`src/rtl/alu_pkg.sv`:
```
// Shared constants and types for the ALU select/enable interface.
package alu_pkg;

   // funct7 codes routed to each ALU; the issue-side select logic uses the same values.
   localparam logic [6:0] BASE_F7  = 7'h00;
   localparam logic [6:0] EXTRA_F7 = 7'h20;

   // Collector FSM states.
   typedef enum logic [1:0] {
      IDLE = 2'd0,
      WAIT = 2'd1,
      HOLD = 2'd2
   } alu_state_e;

   // Which ALU owns the op in flight.
   typedef enum logic {
      SEL_BASE  = 1'b0,
      SEL_EXTRA = 1'b1
   } alu_sel_e;

endpackage

```
`src/rtl/alu_timeout_ctr.sv`:
```
// Cycle counter that flags a hung ALU after TIMEOUT cycles of waiting.
module alu_timeout_ctr #(
   parameter int TIMEOUT = 16
) (
   input  logic clock,
   input  logic reset_n,
   input  logic clear,
   input  logic run,
   output logic expired
);

   localparam int CW = (TIMEOUT > 2) ? $clog2(TIMEOUT) : 1;
   localparam logic [CW-1:0] LAST = CW'(TIMEOUT - 1);

   logic [CW-1:0] count;

   // Clear on a new op; count up while waiting, holding at the last value.
   always_ff @(posedge clock or negedge reset_n) begin
      if (!reset_n) begin
         count <= '0;
      end else if (clear) begin
         count <= '0;
      end else if (run && (count != LAST)) begin
         count <= count + 1'b1;
      end
   end

   assign expired = (count == LAST);

endmodule

```
`src/rtl/alu_result_collect.sv`:
```
// Issues one ALU op at a time, waits for the selected unit's done and hands the
// result to writeback; reports illegal funct7 and unanswered ops.
//
// Handshakes: issue and writeback are valid/ready. A transfer happens on a rising
// edge where valid and ready are both high; valid, once raised by the sender, holds
// its payload stable until that edge. base_done/extra_done are 1-cycle pulses with
// no back-pressure.
module alu_result_collect
   import alu_pkg::*;
#(
   parameter int         XLEN     = 32,
   parameter int         TIMEOUT  = 16,
   parameter logic [6:0] BASE_F7  = alu_pkg::BASE_F7,
   parameter logic [6:0] EXTRA_F7 = alu_pkg::EXTRA_F7
) (
   input  logic            clock,
   input  logic            reset_n,
   input  logic            issue_valid,
   output logic            issue_ready,
   input  logic [6:0]      issue_funct7,
   input  logic [4:0]      issue_rd,
   output logic            base_enable,
   output logic            extra_enable,
   input  logic            base_done,
   input  logic [XLEN-1:0] base_result,
   input  logic            extra_done,
   input  logic [XLEN-1:0] extra_result,
   output logic            wb_valid,
   input  logic            wb_ready,
   output logic [4:0]      wb_rd,
   output logic [XLEN-1:0] wb_data,
   output logic            err_illegal,
   output logic            err_timeout,
   output alu_state_e      dbg_state
);

   alu_state_e state_q, state_d;
   alu_sel_e   sel_q;
   logic [4:0] rd_q;
   logic [XLEN-1:0] data_q;

   logic accept, legal, sel_done, expired, capture;
   logic base_en_d, extra_en_d, err_ill_d, err_to_d;

   assign accept   = issue_valid && issue_ready;
   assign legal    = (issue_funct7 == BASE_F7) || (issue_funct7 == EXTRA_F7);
   assign sel_done = (sel_q == SEL_BASE) ? base_done : extra_done;

   alu_timeout_ctr #(.TIMEOUT(TIMEOUT)) u_timeout (
      .clock   (clock),
      .reset_n (reset_n),
      .clear   (accept),
      .run     (state_q == WAIT),
      .expired (expired)
   );

   // State register.
   always_ff @(posedge clock or negedge reset_n) begin
      if (!reset_n) state_q <= IDLE;
      else          state_q <= state_d;
   end

   // Next state and next values of the registered pulse outputs.
   always_comb begin
      state_d    = state_q;
      base_en_d  = 1'b0;
      extra_en_d = 1'b0;
      err_ill_d  = 1'b0;
      err_to_d   = 1'b0;
      capture    = 1'b0;
      case (state_q)
         IDLE: begin
            if (accept) begin
               if (legal) begin
                  state_d    = WAIT;
                  base_en_d  = (issue_funct7 == BASE_F7);
                  extra_en_d = (issue_funct7 != BASE_F7);
               end else begin
                  err_ill_d = 1'b1;
               end
            end
         end
         WAIT: begin
            // A done on the final cycle still wins over the timeout.
            if (sel_done) begin
               capture = (rd_q != 5'd0);
               state_d = (rd_q != 5'd0) ? HOLD : IDLE;
            end else if (expired) begin
               err_to_d = 1'b1;
               state_d  = IDLE;
            end
         end
         HOLD: begin
            if (wb_ready) state_d = IDLE;
         end
         default: state_d = IDLE;
      endcase
   end

   // Op context latched at accept, result captured on the selected done.
   always_ff @(posedge clock or negedge reset_n) begin
      if (!reset_n) begin
         sel_q  <= SEL_BASE;
         rd_q   <= 5'd0;
         data_q <= '0;
      end else begin
         if (accept && legal) begin
            sel_q <= (issue_funct7 == BASE_F7) ? SEL_BASE : SEL_EXTRA;
            rd_q  <= issue_rd;
         end
         if (capture) begin
            data_q <= (sel_q == SEL_BASE) ? base_result : extra_result;
         end
      end
   end

   // Registered enable and error pulses.
   always_ff @(posedge clock or negedge reset_n) begin
      if (!reset_n) begin
         base_enable  <= 1'b0;
         extra_enable <= 1'b0;
         err_illegal  <= 1'b0;
         err_timeout  <= 1'b0;
      end else begin
         base_enable  <= base_en_d;
         extra_enable <= extra_en_d;
         err_illegal  <= err_ill_d;
         err_timeout  <= err_to_d;
      end
   end

   assign issue_ready = (state_q == IDLE);
   assign wb_valid    = (state_q == HOLD);
   assign wb_rd       = rd_q;
   assign wb_data     = data_q;
   assign dbg_state   = state_q;

endmodule

```
`config.mk`:
```
export PLATFORM = sky130hd
export DESIGN_NAME = alu_result_collect
export DESIGN_NICKNAME = d
export VERILOG_FILES = /design/src/rtl/alu_pkg.sv /design/src/rtl/alu_timeout_ctr.sv /design/src/rtl/alu_result_collect.sv
export SDC_FILE = /design/constraint.sdc
export NUM_CORES = 1
export LEC_CHECK = 0
export CORE_ASPECT_RATIO = 0.75
export CORE_MARGIN = 5
export CORE_UTILIZATION = 41
export DETAILED_ROUTE_END_ITERATION = 7
export GPL_ROUTABILITY_DRIVEN = 0
export PLACE_DENSITY = 0.88
export SETUP_SLACK_MARGIN = 0.02
export SLEW_MARGIN = 5
export SYNTH_ARGS = -nofsm -noshare
export SYNTH_HDL_FRONTEND = slang
export SYNTH_SLANG_ARGS = --single-unit
```
`constraint.sdc`:
```
create_clock -name clock -period 4.2 [get_ports clock]
set_input_delay 0.84 -clock clock [delete_from_list [all_inputs] [get_ports clock]]
set_output_delay 0.84 -clock clock [all_outputs]
set_load 0.1 [all_outputs]
```
==> reports/qor.yml, run 1 <==
placement:
  hpwl_um: 4670
  place_area_um2: 3690
  io_buffers: 126
floorplanning:
  dieHeight_um: 75.8
  fp.coreArea_um2: 5710
  ios: 127
  num_rows: 24
  initial_core_util_pct: 41.5
  dieArea_um2: 7410
  chipWidth_um: 97.8
cells_and_area:
  multiInputGateArea_um2: 1090
  final_net_count: 378
  fin_area_um2: 3780
  seq_area_um2: 1200
  area_growth_pct: 59.5
  antenna_cells: 0
  n_fill_cell: 427
  drive_gt1_share_pct: 25.0
routing:
  routed_wl_um: 6020
  via_per_inst: 4.94
  num_vias: 1847
  routedWlPerCell_um: 16.1
  drt_iter0_markers: 24
  drc: 0
  postRouteAntennaNets: 0
  first_pass_iters: 4
global_routing:
  grt_max_degree: 49
  grt_overflow: 0
  met3_usage_pct: 6.59
  grt_pass1_wl_um: 9950
  antenna_found_initial: 0
  grtUsageMet1_pct: 21.4
  top_usage_layer: "met2"
  grt_pass1_vias: 1971
  grt_use_total_pct: 16.8
  grtUsageMet2_pct: 28.0
sta:
  totalNegativeSetupSlack_ps: 0
  max_slew.worst_pin.slew_ps: 1060
  whs_ps: 490
  finalSetupViolations: 0
  clock_skew_ps: 5.64
  finalHoldViolations: 0
  rsz0062_at_grt: "no"
  finalWorstPathRequiredPeriod_ps: 3000
  slew_violations: 0
  finalCritPeriodShare_pct: 71.5
  max_freq_mhz: 333
  slew_headroom_pct: 29.6
yosys:
  synth_edf_count: 0
  ys_warn_count: 0
  syn_avg_cell_area_um2: 14.2
  syn-cell-area_um2: 2370
  ys_ff_latch: 48
  yosysMostFrequentCell: "dfrtp_1"
  ys_types: 29
  synthCells: 167
  async_reset_ff_share_pct: 100
  yosys-top-cells-area: "dfrtp_1, mux2_2, mux2_4"
  ys_seq_area_share_pct: 50.7
  synthFlopType: "dfrtp_1"
  synth.top_cell.area_share_pct: 50.7
  synth_common_cells: "dfrtp_1, mux2_2, mux2_4"
  synth.largest_area_cell: "dfrtp_1"
  synth_fp_nets: 250
power:
  p_total_mw: 1.19
  clkPwrFrac_pct: 22.9
  comb_power_share_pct: 35.1
  power_density_nw_per_um2: 316
  p_int_mw: 0.791
  swShare_pct: 33.7
  p_switching_mw: 0.402
  ir_worst_vdd_uv: 225
  power.leakage_nw: 1.60
  p_seq_share_pct: 42.0
setup_path:
  critPathLaunchType: "flip-flop"
  critical_path_required_ps: 3360
  endpoint_kind: "output pin"
  worstPathMaxFanout: 7
  arrival_ps: 2160
  path_class: "flip-flop to output pin"
clock_network:
  post_cts_buffers: 0
  cts_max_level: 2
  cts_tree: "built"
  post_cts_resized: 0
  cts.sinks: 48
  ctsLongestPathBuffers: 2
  clk_latency_ps: 290
  cts_made_buffers: 5
  cts_root_buf: "clkbuf_8"
  clk_pin_slew_worst_paths_ps: 80
  cts_hold_buf: 0
hold_path:
  holdCritPathClass: "flip-flop to flip-flop"
flow_run:
  cap_viol_max_count: 0
status:
  outcome: "finished clean"
area by class of cell:
class	count	share of cell area, %
flip-flops and latches	48	31.8
well taps	78	2.58
inverters	4	0.397
multi-input cells	107	29.0
clock buffers	8	2.38
repair buffers	129	33.9
sequential cells by signal (all words and copies together), names as in the netlist, 2 cells and up:
| register | count |
|---|---|
| dbg_state | 2 |
| wb_rd | 5 |
| wb_data | 32 |
| u_timeout.count | 4 |
per-layer routing:
metal,vias to the layer above,routed length (µm)
li1,849,-
met4,0,36
met2,96,2820
met3,9,517
met1,893,2650
met5,-,0
logic make-up (layout without fill, tap and decap cells):
family / count (synthesis) / in the layout / synth area share, %
DFF: 48 / 48 / 50.7
AOI/OAI and AO/OA: 11 / 11 / 3.12
adders and majority gates: 1 / 1 / 0.528
muxes: 72 / 72 / 37.3
and+or+nand+nor: 23 / 23 / 5.28
buffers and inverters: 12 / 141 / 3.06
cell usage in the layout (no fill, tap or decap), types with 4 or more instances in the layout:
| cell type | instances |
|---|---|
| dfrtp_1 | 48 |
| clkbuf_8 | 6 |
| mux2_4 | 20 |
| mux2_1 | 9 |
| o21ai_0 | 4 |
| clkdlybuf4s50_1 | 125 |
| a21oi_1 | 4 |
| nor2_1 | 7 |
| inv_1 | 4 |
| mux2_2 | 41 |
through the flow:
stage | utilization, % | setup WS [ps] | std cells
CTS | 66.2 | 1200 | 374
finish | 66.2 | 1200 | 374
detailed placement | 64.6 | 1530 | 366
global route | 66.2 | 1110 | 374
global placement | 64.6 | 1590 | 366
floorplan | - | 891 | 167
path summary, 6_finish.rpt:
kind / startpoint / to / slack [ps] / cells past startpoint
setup / recovery: dbg_state[1]$_DFFE_PN0P_ / wb_valid / 1200 / 3
max in group asynchronous: reset_n / extra_enable$_DFF_PN0_ / 2810 / 1
setup reg to reg: dbg_state[1]$_DFFE_PN0P_ / wb_data[1]$_DFFE_PN0P_ / 2420 / 4
hold reg to reg: wb_data[26]$_DFFE_PN0P_ / wb_data[26]$_DFFE_PN0P_ / 490 / 1
hold / removal: wb_data[26]$_DFFE_PN0P_ / wb_data[26]$_DFFE_PN0P_ / 490 / 1
min in group asynchronous: reset_n / wb_data[17]$_DFFE_PN0P_ / 740 / 1
power by group through the flow:
stage / Sequential [mW] / Clock [mW] / Combinational, mW
global route: 0.505 / 0.304 / 0.437
CTS: 0.501 / 0.287 / 0.422
finish: 0.501 / 0.273 / 0.418
global placement: 0.509 / 0 / 0.416
detailed placement: 0.510 / 0 / 0.421
floorplan: 0.677 / 0 / 0.103
critical path, stage by stage (launching register included):
cell,delay (ps)
dfrtp_1,450
inv_1,100
nor2_1,160
clkdlybuf4s50_1,1160
No activity file was read; power rests on OpenSTA's default activity.
==> inputs of run 2 (changes only) <==
CORE_UTILIZATION = 39   (was 41)
PLACE_DENSITY = 0.84   (was 0.88)
clock period = 2.95 ns   (was 4.2 ns; I/O delays follow)
==> run 2 against run 1 <==
Effect of this change:
- utilization decreased by 3.6 points
- final area fell by 2.9%
- via count is 4.5% lower
- register-to-register slack worse by 1200 ps
- critical path depth is 1 higher
- die area rose by 4.5%
- routed wire length fell by 2.7%
- cell count did not move
- largest power group unchanged
- power increased by 42%
- global-route usage decreased by 1.5 points
- clock power up 43%
==> reports/qor.yml, run 2 (same netlist as run 1, synthesis figures left out) <==
routing:
  first_pass_iters: 3  # -1
  num_vias: 1763  # -4.5%
  postRouteAntennaNets: 0  # unchanged
  drt_iter0_markers: 49  # +100%
  drc: 0  # unchanged
  via_per_inst: 4.71  # -4.5%
  routed_wl_um: 5860  # -2.7%
  routedWlPerCell_um: 15.7  # -2.7%
clock_network:
  ctsLongestPathBuffers: 2  # unchanged
  cts_max_level: 2  # unchanged
  cts_made_buffers: 5  # unchanged
  clk_pin_slew_worst_paths_ps: 80  # about the same
  post_cts_resized: 0  # unchanged
  clk_latency_ps: 290  # about the same
  cts_tree: "built"
  cts.sinks: 48  # unchanged
  cts_hold_buf: 0  # unchanged
  post_cts_buffers: 0  # unchanged
  cts_root_buf: "clkbuf_8"
global_routing:
  grt_overflow: 0  # unchanged
  antenna_found_initial: 0  # unchanged
  grt_max_degree: 49  # unchanged
  grt_pass1_vias: 1990  # +0.96%
  grt_use_total_pct: 15.3  # -1.5 points
  grt_pass1_wl_um: 9640  # -3.1%
cells_and_area:
  final_common_cell: "clkdlybuf4s50_1"
  area_growth_pct: 54.8
  final_cell_mix: "clkdlybuf4s50_1, dfrtp_1, buf_4, mux2_2, mux2_4"
  final_net_count: 378  # unchanged
  antenna_cells: 0  # unchanged
  drive_gt1_share_pct: 40.5  # +16 points
  largest_register_ffs: 32  # unchanged
  n_fill_cell: 483  # +13%
  final_core_util_pct: 62.6  # -3.6 points
sta:
  rsz0062_at_grt: "no"
  clock_skew_ps: 4.81  # -0.828 ps
  slew_violations: 0  # unchanged
  finalSetupViolations: 0  # unchanged
  slew_headroom_pct: 29.8  # +0.27 points
  max_freq_mhz: 493
  finalWorstPathRequiredPeriod_ps: 2030
  finalCritPeriodShare_pct: 68.7
  max_slew.worst_pin.slew_ps: 1050  # -3.99 ps
  finalHoldViolations: 0  # unchanged
  totalNegativeSetupSlack_ps: 0  # unchanged
floorplanning:
  fp.coreArea_um2: 5860  # +2.6%
  ios: 127  # unchanged
  num_rows: 24  # unchanged
  chipWidth_um: 100  # +2.3%
  dieHeight_um: 77.5  # +2.2%
  dieArea_um2: 7750  # +4.5%
  initial_core_util_pct: 40.4  # -1.1 points
setup_path:
  arrival_ps: 2210  # +50 ps
  critical_path_required_ps: 3130  # -230 ps
  timing.rr.start: "dbg_state[1]$_DFFE_PN0P_"
  rr_worst_depth: 4  # unchanged
  endpoint_kind: "flip-flop"
  critPathLaunchType: "input port"
  path_class: "input port to flip-flop"
  rr_endpoint: "wb_data[2]$_DFFE_PN0P_"
  worstPathMaxFanout: 9  # +2
  r2r_slack_ps: 1190  # -1230 ps
flow_run:
  cap_viol_max_count: 0  # unchanged
power:
  power.leakage_nw: 1.67  # +4.3%
  power_density_nw_per_um2: 460  # +46%
  ir_worst_vdd_uv: 254  # +13%
  p_total_mw: 1.69  # +42%
placement:
  hpwl_um: 4580  # -2.0%
  io_buffers: 126  # unchanged
hold_path:
  holdCritPathClass: "input port to asynchronous set/reset pin"
status:
  outcome: "finished clean"
==> run 2: cell types whose count changed in the layout (fill, tap and decap cells not counted) <==
cell             before  now
buf_4                 3   48
clkdlybuf4s50_1     125   80
nor2_1                7    6
nor2_2                0    1
==> run 2: routing by layer <==
layer	track usage, %	vias to the layer above	part of all wire, %
li1	-	849	-
met1	19.6	833	44
met2	24.7	76	44
met3	6.36	5	11
met4	2.83	0	0.61
met5	0	-	0
==> run 2: power breakdown <==
group	total, mW	internal (mW)	switching (mW)
Sequential	0.715	0.692	0.0229
Combinational	0.582	0.230	0.352
Clock	0.391	0.191	0.199
Total	1.69	1.11	0.574
==> run 2: metrics by stage <==
| step | hold slack, ps | instances | setup slack, ps | cell area, µm² |
|---|---|---|---|---|
| after floorplan | 294 | 167 | 77.9 | 2370 |
| after global placement | 469 | 366 | 625 | 3580 |
| after detailed placement | 476 | 366 | 634 | 3580 |
| after CTS | 495 | 374 | 919 | 3670 |
| after global routing | 519 | 374 | 755 | 3670 |
| final | 488 | 374 | 922 | 3670 |
==> run 2: worst max path at each step <==
stage	end	from	slack, ps	cells after the start
final	wb_rd[4]$_DFFE_PN0P_	issue_valid	920	4
after global placement	sel_q$_DFFE_PN0P_	issue_valid	620	4
after global routing	wb_rd[3]$_DFFE_PN0P_	issue_valid	760	4
after detailed placement	wb_rd[4]$_DFFE_PN0P_	issue_valid	630	4
after floorplan	issue_ready	dbg_state[0]$_DFFE_PN0P_	80	2
after CTS	wb_rd[4]$_DFFE_PN0P_	issue_valid	920	4
==> run 2: worst max-delay path: stages <==
cell	delay [ps]
clkdlybuf4s50_1	500
nor3b_1	440
nand3_2	320
mux2_2	350
==> run 2: area by class of cell <==
class	instances	area (µm²)	area share, %
well taps	78	97.6	2.66
clock buffers	8	90.1	2.46
repair buffers	129	1170	31.8
flip-flops and latches	48	1200	32.8
multi-input cells	107	1100	29.9
inverters	4	15.0	0.409
